--- src/rtl/adder_seq_ctrl.sv ---
// adder_seq_ctrl: sequences a W-bit add/sub through an external 4-bit adder,
// one slice per clock, least-significant slice first.
module adder_seq_ctrl #(
  parameter int NSLICE = 4
) (
  input  logic                  clk,
  input  logic                  rst,
  input  logic                  start,
  input  logic                  sub,
  input  logic [4*NSLICE-1:0]   op_a,
  input  logic [4*NSLICE-1:0]   op_b,
  output logic                  ready,
  output logic                  busy,
  output logic                  done,
  output logic [4*NSLICE-1:0]   result,
  output logic                  cout,
  output logic                  ovf,
  output logic [3:0]            add_a,
  output logic [3:0]            add_b,
  output logic                  add_cin,
  input  logic [3:0]            add_sum,
  input  logic                  add_cout
);
  localparam int W  = 4 * NSLICE;
  localparam int KW = NSLICE > 1 ? $clog2(NSLICE) : 1;
  typedef enum logic [1:0] {IDLE, RUN, DONE} state_t;
  state_t r_state, w_next;
  logic [KW-1:0] r_k;
  logic [W-1:0] r_a, r_b, r_result;
  logic r_sub, r_carry, r_cout, r_ovf;
  logic w_accept, w_last, w_cmsb;
  assign w_accept = (r_state != RUN) && start;
  assign w_last   = r_k == KW'(NSLICE - 1);
  // The external adder hides its internal carries; recover the carry into bit 3.
  assign w_cmsb   = add_a[3] ^ add_b[3] ^ add_sum[3];
  always_ff @(posedge clk) begin
    if (rst) r_state <= IDLE;
    else     r_state <= w_next;
  end
  always_comb begin
    w_next = w_accept ? RUN :
             r_state == RUN  ? (w_last ? DONE : RUN) :
             r_state == DONE ? IDLE : r_state;
  end
  always_comb begin
    ready   = r_state != RUN;
    busy    = r_state == RUN;
    done    = r_state == DONE;
    add_a   = busy ? r_a[{r_k, 2'b00} +: 4] : 4'h0;
    add_b   = busy ? r_b[{r_k, 2'b00} +: 4] ^ {4{r_sub}} : 4'h0;
    add_cin = busy & r_carry;
  end
  always_ff @(posedge clk) begin
    if (rst) begin
      r_k      <= '0;
      r_a      <= '0;
      r_b      <= '0;
      r_sub    <= 1'b0;
      r_carry  <= 1'b0;
      r_result <= '0;
      r_cout   <= 1'b0;
      r_ovf    <= 1'b0;
    end else if (w_accept) begin
      r_k      <= '0;
      r_a      <= op_a;
      r_b      <= op_b;
      r_sub    <= sub;
      r_carry  <= sub;
      r_result <= '0;
      r_cout   <= 1'b0;
      r_ovf    <= 1'b0;
    end else if (r_state == RUN) begin
      r_result[{r_k, 2'b00} +: 4] <= add_sum;
      r_carry <= add_cout;
      r_k     <= r_k + KW'(1);
      if (w_last) begin
        r_cout <= add_cout;
        r_ovf  <= w_cmsb ^ add_cout;
      end
    end
  end
  assign result = r_result;
  assign cout   = r_cout;
  assign ovf    = r_ovf;
endmodule

--- config.mk ---
export PLATFORM = sky130hd
export DESIGN_NAME = adder_seq_ctrl
export DESIGN_NICKNAME = d
export VERILOG_FILES = /design/src/rtl/adder_seq_ctrl.sv
export SDC_FILE = /design/constraint.sdc
export NUM_CORES = 1
export LEC_CHECK = 0
export ABC_CLOCK_PERIOD_IN_PS = 2800
export BUFFER_PORTS_ARGS = -buffer_cell sky130_fd_sc_hd__buf_2
export CAP_MARGIN = 20
export CORE_MARGIN = 2
export CORE_UTILIZATION = 51
export DETAILED_ROUTE_END_ITERATION = 8
export PLACE_DENSITY = 0.84
export SLEW_MARGIN = 20
export SYNTH_ARGS = -nofsm -noshare
export SYNTH_HDL_FRONTEND = slang
export SYNTH_SLANG_ARGS = --single-unit
--- constraint.sdc ---
create_clock -name clk -period 2.8 [get_ports clk]
set_clock_uncertainty 0.15 [all_clocks]
set_input_delay 0.14 -clock clk [delete_from_list [all_inputs] [get_ports clk]]
set_output_delay 0.14 -clock clk [all_outputs]
set_load 0.02 [all_outputs]
======== After elaboration in Yosys (flattened, before gate mapping) ========
Index checks and enable logic that the tools add are counted.
storage, ports and cells
  register bits after elaboration ......... 56
  bits of input ports ..................... 41
  output and inout port bits .............. 30
  logic and storage cells ................. 40
operators by class
  add/subtract/negate cells ............... 2
  equality and inequality tests ........... 4
  shift operators ......................... 4
  multiplexer cells ....................... 9
  bitwise operators ....................... 5
  reductions and logical operators ........ 6
operators with widths
  operator                                                                 number
  16-bit by 5-bit indexed part select with 4-bit output                    2
  16-bit bitwise mux                                                       1
  4-bit by 6-bit variable shift with 16-bit output (first input constant)  1
  4-bit by 6-bit indexed part select with 16-bit output                    1
  4-bit 2-to-1 mux                                                         2
  2-bit 2-to-1 mux                                                         3
  4-bit negation with 6-bit output                                         1
  2-bit equality test (second input constant)                              2
  2-bit nonzero test                                                       2
  4-bit bitwise XOR                                                        1
  1-bit 2-to-1 mux                                                         3
  3-bit nonzero test                                                       1
  1-bit bitwise XOR                                                        3
  2-bit by 1-bit adder with 2-bit output (second input constant)           1
  2-bit by 1-bit equality test with 1-bit output (second input constant)   1
  2-bit by 1-bit != test with 1-bit output (second input constant)         1
  2-bit AND reduction                                                      1
  2-bit OR reduction                                                       1
  1-bit bitwise AND                                                        1
  1-bit logical AND                                                        1

======== Longest topological paths before layout ========
Gate-level depths: netlist of run 1.
  depth in word-level cells ............... 6
  gate-level depth with buffers ........... 8

======== Worst setup path before layout of run 1 ========
OpenSTA, ideal clock, no wires.
  kind .................................... register -> register
  from .................................... reg r_k[1]
  to ...................................... reg r_result[10], in the netlist result[10]
  arrival time ............................ 1972 ps
  slack ................................... 613 ps
  cell stages (with the launch flop) ...... 8
  buffers on the path ..................... 1
  path through ............................ dfxtp_1 > buf_1 > inv_1 > ha_1 > nand2_1 > nor4b_1 > a22oi_1 > nor2_1
between the ends
  word-level cells in the longest chain between the ends .. 3
  elaborated cells between the ends (all ways) .. 4
  classes of those cells .................. 1 x add/sub; 2 x shift; 1 x mux
RTL lines
  what                                                                                                                       RTL line  RTL
  start: declaration                                                                                                         28        logic [KW-1:0] r_k;
  start signal: assignment                                                                                                   75        r_k <= r_k + KW'(1);
  4-bit negation with 6-bit output *                                                                                         73        r_result[{r_k, 2'b00} +: 4] <= add_sum;
  4-bit by 6-bit indexed part select with 16-bit output or 4-bit by 6-bit variable shift with 16-bit output (tied branches)  73
  16-bit bitwise mux *                                                                                                       73
  end signal: indexed assignment                                                                                             73
  end: declaration                                                                                                           29        logic [W-1:0] r_a, r_b, r_result;
Mark *: on every way between the ends. The rest lies on a longest branch, timed or not.
A chain may end at the register's enable or synchronous reset.

======== Worst setup path in the final report of run 1 ========
  from .................................... reg r_state[0]
  to ...................................... reg r_result[11], in the netlist result[11]
between the ends
  word-level cells in the longest chain between the ends .. 3
  elaborated cells between the ends (all ways) .. 4
  classes of those cells .................. 2 x eq/ne; 2 x reduce/logical
RTL lines
  what                                      RTL line  RTL
  start: declaration                        27        state_t r_state, w_next;
  start signal: assignment                  38        else r_state <= w_next;
  2-bit by 1-bit != test with 1-bit output  32        assign w_accept = (r_state != RUN) && start;
  1-bit logical AND                         32
  2-bit OR reduction (no line)              -
Several ways; a longest one is shown, not always the timed one.

==> key figures, run 1 <==
Placement
  – Detailed Place HPWL: slightly below 4000 um
  – Buffers on Ports: 70
  – Gpl congestion: roughly 0.76
  – Dpl ws: 0.4670 ns
  – Post-place instance area: approximately 0.0029 mm^2
  – DP Cell Count: roughly 400

Worst setup path
  – Worst setup SP type: flip-flop
  – Crit-path max FO: 19
  – R2R setup slack: 0.42 ns
  – CP Capture Type: flip-flop
  – WS Path Type: flip-flop to flip-flop
  – WP data arrival: about 2.5 ns
  – CP required: between 2 and 3 ns

Global routing
  – First-pass GRT wire length: about 10000 um
  – Antenna violations before repair: 0
  – Remaining Overflow, GRT: 0
  – Number of global-route vias before repair: between 2000 and 2500
  – Gr usage total: 0.2460
  – Largest net degree at the start of global routing: 36

Flow run
  – Max-cap violations: 0

STA
  – RSZ-0062 raised after global routing: no
  – Final critical-path share of the clock period: 0.8487
  – Hold WS: 0.02428 ns
  – Final setup fails: 0
  – Fmax: between 400 and 500 MHz
  – Min Tclk post-route: 2.376 ns
  – Final setup margin: between 0.4 and 0.5 ns
  – Setup TNS: 0 ns
  – Fin. Hold Viols: 0
  – Slew margin rel.: 0.4655
  – Final Max Tran Viols: 0
  – Worst-margin pin slew: 0.7982 ns

Drt
  – ANT nets after route: 0
  – Via Count: around 2400
  – First-pass iteration count of the detailed router: 4
  – DRC: 0
  – Routed wire per std cell: 13.94 um
  – Initial detailed-routing violation count: roughly 120
  – Final WL: 6190 um
  – Vias per cell: 5.363

Die
  – Die Y: about 74 um
  – Core Region: 0.004692 mm^2
  – Initial core utilization: 0.5272
  – Die W: between 70 and 80 um
  – Die ar.: ~0.0054 mm^2
  – Cell Rows: 25
  – I/O Pins: 71

Logic synthesis
  – Count of synthesis-stage warnings from yosys: 0
  – Gate Count Post-Synth: about 290
  – Register bit total from synthesis: between 50 and 60
  – Cell Area, Synth: between 0.002 and 0.0025 mm^2
  – Syn nets: approximately 340
  – Cell taking the most area after synthesis: dfxtp_1
  – Synth top area cells: dfxtp_1, nand2_1, a21oi_1, mux4_2, a22oi_1
  – Seq/Total Area, Yosys: 0.4532
  – Top cell type's share of synthesized area: 0.4532
  – Syn Area/Cell: 8.619 um^2
  – Yosys cell types: 31

Clock tree
  – Clock Sinks: 56
  – Worst-path clk slew: approximately 0.09 ns
  – Post-CTS setup buffer count: 0
  – H-Tree Depth: 2
  – Num CTS Buffers: 5
  – CTS tree: yes
  – Clock Latency Late Sink: about 0.31 ns
  – Clk buf depth: 2
  – CTS root buf: clkbuf_8

Power and ir drop
  – Maximum vdd drop: around 0.00034 V
  – Pwr per Cell Area: just under 500 mW/mm^2
  – Pwr Total: around 1.6 mW
  – P_leak: between 1 and 1.5 nW

Run status
  – Outcome: complete, no violations

Finish
  – Fillers: between 300 and 400
  – Fin util: 0.7115
  – Diode count: 0
  – Final cell count without fillers: ~440
  – # nets final: about 440
  – Share of cells above drive strength 1: 0.2462
  – Area growth syn-to-layout: 34.95%
  – Final instance area: roughly 0.0033 mm^2

Hold path
  – Hold Path Class: input pin to flip-flop
-- cells by family (layout without fill, tap and decap cells) --
| kind of cell | after synthesis | after routing | share of synthesized area |
|---|---|---|---|
| adders and majority gates | 7 | 7 | 0.03541 |
| and+or+nand+nor | 122 | 122 | 0.2119 |
| xor gates and xnor gates | 6 | 6 | 0.02124 |
| AOI/OAI and AO/OA | 57 | 57 | 0.1376 |
| muxes | 13 | 13 | 0.09611 |
| DFF | 56 | 56 | 0.4532 |
| buffers and inverters | 26 | 129 | 0.04451 |
-- layout make-up --
| class | count | area (um^2) | area share |
|---|---|---|---|
| Clock buffer | 6 | 82.58 | 0.02474 |
| Clock inverter | 2 | 15.01 | 0.004498 |
| Multi-Input combinational cell | 205 | 1245 | 0.3729 |
| Inverter | 5 | 18.77 | 0.005622 |
| Tap cell | 54 | 67.56 | 0.02024 |
| Sequential cell | 56 | 1121 | 0.3358 |
| Timing Repair Buffer | 116 | 788.3 | 0.2361 |
-- cell usage in the layout, fill, tap and decap left out, drive strengths merged, types with 3 or more instances in the layout --
cell / n
a22oi: 16
a21oi: 37
mux2i: 5
clkbuf: 6
and2: 7
nor2: 28
inv: 5
mux4: 8
nand2: 74
dfxtp: 56
buf: 79
ha: 7
nor4b: 3
dlygate4sd3: 37
xnor2: 4
-- synth_stat cells --
master and n:
a21o_1 1, a21oi_1 37, a221o_1 1, a221oi_1 1
a22oi_1 16, and2_1 7, and3_1 1, buf_1 2
buf_2 1, buf_4 1, buf_6 1, clkbuf_1 16
dfxtp_1 56, ha_1 7, inv_1 5, mux2i_1 5
mux4_1 2, mux4_2 6, nand2_1 74, nand2b_1 2
nand3_1 2, nand3b_1 2, nor2_1 28, nor2b_1 1
nor4_1 1, nor4b_1 2, nor4b_2 1, o2111ai_1 1
or3b_2 1, xnor2_1 4, xor2_1 2
-- power by group --
part	internal [mW]	switching, mW
logic	0.141	0.158
clock network	0.201	0.258
registers	0.834	0.0243
total	1.18	0.440
-- state kept, by name (all words and copies together) (netlist names) --
| signal | count |
|---|---|
| r_state | 2 |
| r_a | 16 |
| result | 16 |
| r_b | 16 |
| r_sub | 1 |
| r_carry | 1 |
| cout | 1 |
| r_k | 2 |
| ovf | 1 |
-- layer usage --
metal	vias up	GRT usage	wire length [um]
met1	1114	0.3057	2634
met5	-	0	0
met4	0	0.08889	88
met2	82	0.4206	3133
li1	1176	-	-
met3	9	0.05075	333
-- what timing repair did --
item,in CTS,in global routing
hold buffers,37,0
resized for setup,0,0
endpoints found under the hold margin,43,0
-- critical path, cell delays in order, from the launching register on --
cell and delay (ns):
dfxtp_1 0.37, ha_1 0.57, nand2_1 0.22, nor4b_1 0.68, a22oi_1 0.19, nor2_1 0.12
-- worst paths after layout --
path                            startpoint         end  cells past startpoint
worst max-delay path            r_state[0]  result[11]                      5
worst min-delay path            add_sum[3]   result[3]                      3
worst max register to register  r_state[0]  result[11]                      5
worst min register to register     r_b[12]     r_b[12]                      2
No activity file was read; power rests on OpenSTA's default activity.
==> run 2, diff against run 1 <==
ABC_AREA = 1   (was default)
ABC_CLOCK_PERIOD_IN_PS = 2400   (was 2800)
PLACE_DENSITY = 0.83   (was 0.84)
clock period = 2.4 ns   (was 2.8 ns; I/O delays follow)
==> run 2 against run 1 <==
Compared with the run above: synthesized cell count grew 23%; global-route usage up 1.4 points; flip-flop and latch count stayed put; critical path type unchanged; core utilization up 0.67 points; combinational power rose by 81%; sequential power rose by 22%; first-iteration DRC count increased to 2.9 times the previous value.
==> key figures, run 2 <==
Run status
  – Outcome: complete, no violations

STA
  – Fmax: roughly 450 MHz
  – Fin. Hold Viols: 0
  – Hold WS: 0.07046 ns
  – Final Max Tran Viols: 0
  – Setup TNS: 0 ns
  – Final setup fails: 0
  – Worst-margin pin slew: 0.7615 ns
  – RSZ-0062 raised after global routing: no
  – Min Tclk post-route: 2.245 ns
  – Slew margin rel.: 0.4918
  – Final critical-path share of the clock period: 0.9356
  – Final setup margin: between 0.15 and 0.2 ns

Logic synthesis
  – Gate Count Post-Synth: about 350
  – Synth top area cells: dfxtp_1, nor2_1, o21ai_0, nand2_1, a21oi_1
  – Yosys cell types: 23
  – Synth top cells by count: nor2_1, nand2_1, dfxtp_1
  – Syn Area/Cell: 7.121 um^2
  – Top cell type's share of synthesized area: 0.4460
  – Main synth FF type: dfxtp_1
  – Post-synth EDFFs: 0
  – Count leader, synth: nor2_1
  – Seq/Total Area, Yosys: 0.4460
  – Register bit total from synthesis: 56
  – Cell taking the most area after synthesis: dfxtp_1
  – Count of synthesis-stage warnings from yosys: 0
  – Synth async-reset ratio: 0
  – Cell Area, Synth: 0.002514 mm^2
  – Syn nets: approximately 400

Clock tree
  – Worst-path clk slew: 0.10 ns
  – CTS tree: yes
  – Clk buf depth: 2
  – Num CTS Buffers: 5
  – Clock Latency Late Sink: 0.31 ns
  – CTS resizes: 0
  – Post-CTS setup buffer count: 0
  – H-Tree Depth: 2
  – Clock Sinks: 56
  – CTS root buf: clkbuf_8

Finish
  – Diode count: 0
  – # nets final: 504
  – Fillers: between 300 and 400
  – Area growth syn-to-layout: 34.94%
  – Most common cell after layout, fill and taps aside: nor2_1
  – Fin util: 0.7181
  – Share of cells above drive strength 1: 0.2035
  – Most frequent cells in the layout: nor2_1, buf_2, nand2_1, dfxtp_1, o21ai_0

Worst setup path
  – Crit-path max FO: 12
  – CP Capture Type: flip-flop
  – Worst setup SP type: flip-flop
  – WP data arrival: 2.32 ns
  – CP required: ~2.5 ns
  – Reg-to-Reg Start: r_k[1]
  – Worst Reg-to-Reg Cells: 5
  – R2R setup slack: 0.15 ns
  – Worst reg2reg endpoint: result[1]
  – WS Path Type: flip-flop to flip-flop

Die
  – I/O Pins: 71
  – Core Region: about 0.0047 mm^2
  – Die W: ~74 um
  – Die ar.: 0.005506 mm^2
  – Cell Rows: 25
  – Initial core utilization: 0.5322
  – Die Y: about 74 um

Global routing
  – Number of global-route vias before repair: 2526
  – Antenna violations before repair: 0
  – Largest net degree at the start of global routing: 37
  – First-pass GRT wire length: 11020 um
  – Gr usage total: 0.2605
  – Remaining Overflow, GRT: 0

Drt
  – ANT nets after route: 0
  – Vias per cell: between 5 and 6
  – Via Count: ~2700
  – First-pass iteration count of the detailed router: 4
  – Final WL: between 6000 and 7000 um
  – Routed wire per std cell: roughly 13 um
  – Initial detailed-routing violation count: 342
  – DRC: 0

Hold path
  – Start point of the worst min-delay path: start
  – Min-Delay Endpoint: r_carry
  – Hold Path Class: input pin to flip-flop
  – Hold Path Depth: 4

Power and ir drop
  – P_leak: ~1.6 nW
  – Maximum vdd drop: around 0.00039 V
  – Pwr per Cell Area: ~670 mW/mm^2

Placement
  – Buffers on Ports: 70
  – Detailed Place HPWL: approximately 4000 um
  – Gpl congestion: roughly 0.86
  – Dpl ws: 0.2611 ns

Flow run
  – Max-cap violations: 0
-- run 2: cell types whose count changed after synthesis, moves of 4 or more --
cell / delta
nand3_1: +8
buf_4: +4
nand2_1: -11
nor2_1: +52
a21oi_1: -5
inv_1: +16
clkbuf_1: -10
and2_1: -7
o21ai_0: +50
mux4_2: -6
a22oi_1: -16
mux2i_1: -5
-- run 2: worst max path at each step --
stage          slack, ns        end   start  cells after the start
2_1_floorplan       0.58  result[0]  r_k[0]                      6
3_3_place_gp        0.36  result[0]  r_k[1]                      5
3_5_place_dp        0.26  result[1]  r_k[1]                      5
4_1_cts             0.20  result[1]  r_k[1]                      5
5_1_grt             0.02  result[1]  r_k[1]                      5
6_report            0.15  result[1]  r_k[1]                      5
-- run 2: cell type report --
| cell class | instances | area, um^2 | area share |
|---|---|---|---|
| tap | 67 | 83.83 | 0.02471 |
| multi-input combinational | 255 | 1194 | 0.3519 |
| clock inverter | 1 | 30.03 | 0.008853 |
| inverter | 25 | 96.34 | 0.02840 |
| clock buffer | 7 | 96.34 | 0.02840 |
| sequential | 56 | 1121 | 0.3305 |
| timing repair buffer | 113 | 770.7 | 0.2272 |
-- run 2: logic make-up (layout without fill, tap and decap cells) --
family,after synthesis,count (layout),share of synthesized area
buf+inv,42,146,0.07915
flops,56,56,0.4460
compound gates,86,86,0.1762
simple gates,161,161,0.2603
fa+ha+maj,7,7,0.03484
xor+xnor,1,1,0.003485
-- run 2: critical path, cell delays in order, from the launching register on --
cell and delay, ns:
dfxtp_1 0.64, inv_2 0.22, ha_1 0.43, nor4_2 0.44, nand2_1 0.12, a21oi_1 0.17
-- run 2: timing repair --
| action | 4_1_cts | 5_1_grt |
|---|---|---|
| endpoints found under the hold margin | 44 | 0 |
| hold buffers | 39 | 0 |
| setup endpoints to repair | 0 | 0 |
-- run 2: per-stage QoR --
step	instance area (um^2)	instances	power (mW)
2_1_floorplan	2514	353	1.418
6_report	3392	524	2.260
3_5_place_dp	2875	477	1.544
4_1_cts	3392	524	2.247
3_3_place_gp	2875	477	1.525
5_1_grt	3392	524	2.377
-- run 2: report_power, final --
part | switching (mW) | internal (mW)
logic | 0.336 | 0.206
clock network | 0.301 | 0.369
registers | 0.0418 | 1.01
total | 0.679 | 1.58
-- run 2: layer usage --
| metal | GRT usage | share of wire | vias to the layer above |
|---|---|---|---|
| met5 | 0 | 0 | - |
| li1 | - | - | 1337 |
| met1 | 0.3117 | 0.43 | 1249 |
| met2 | 0.4663 | 0.50 | 84 |
| met4 | 0.1030 | 0.025 | 0 |
| met3 | 0.04065 | 0.043 | 14 |
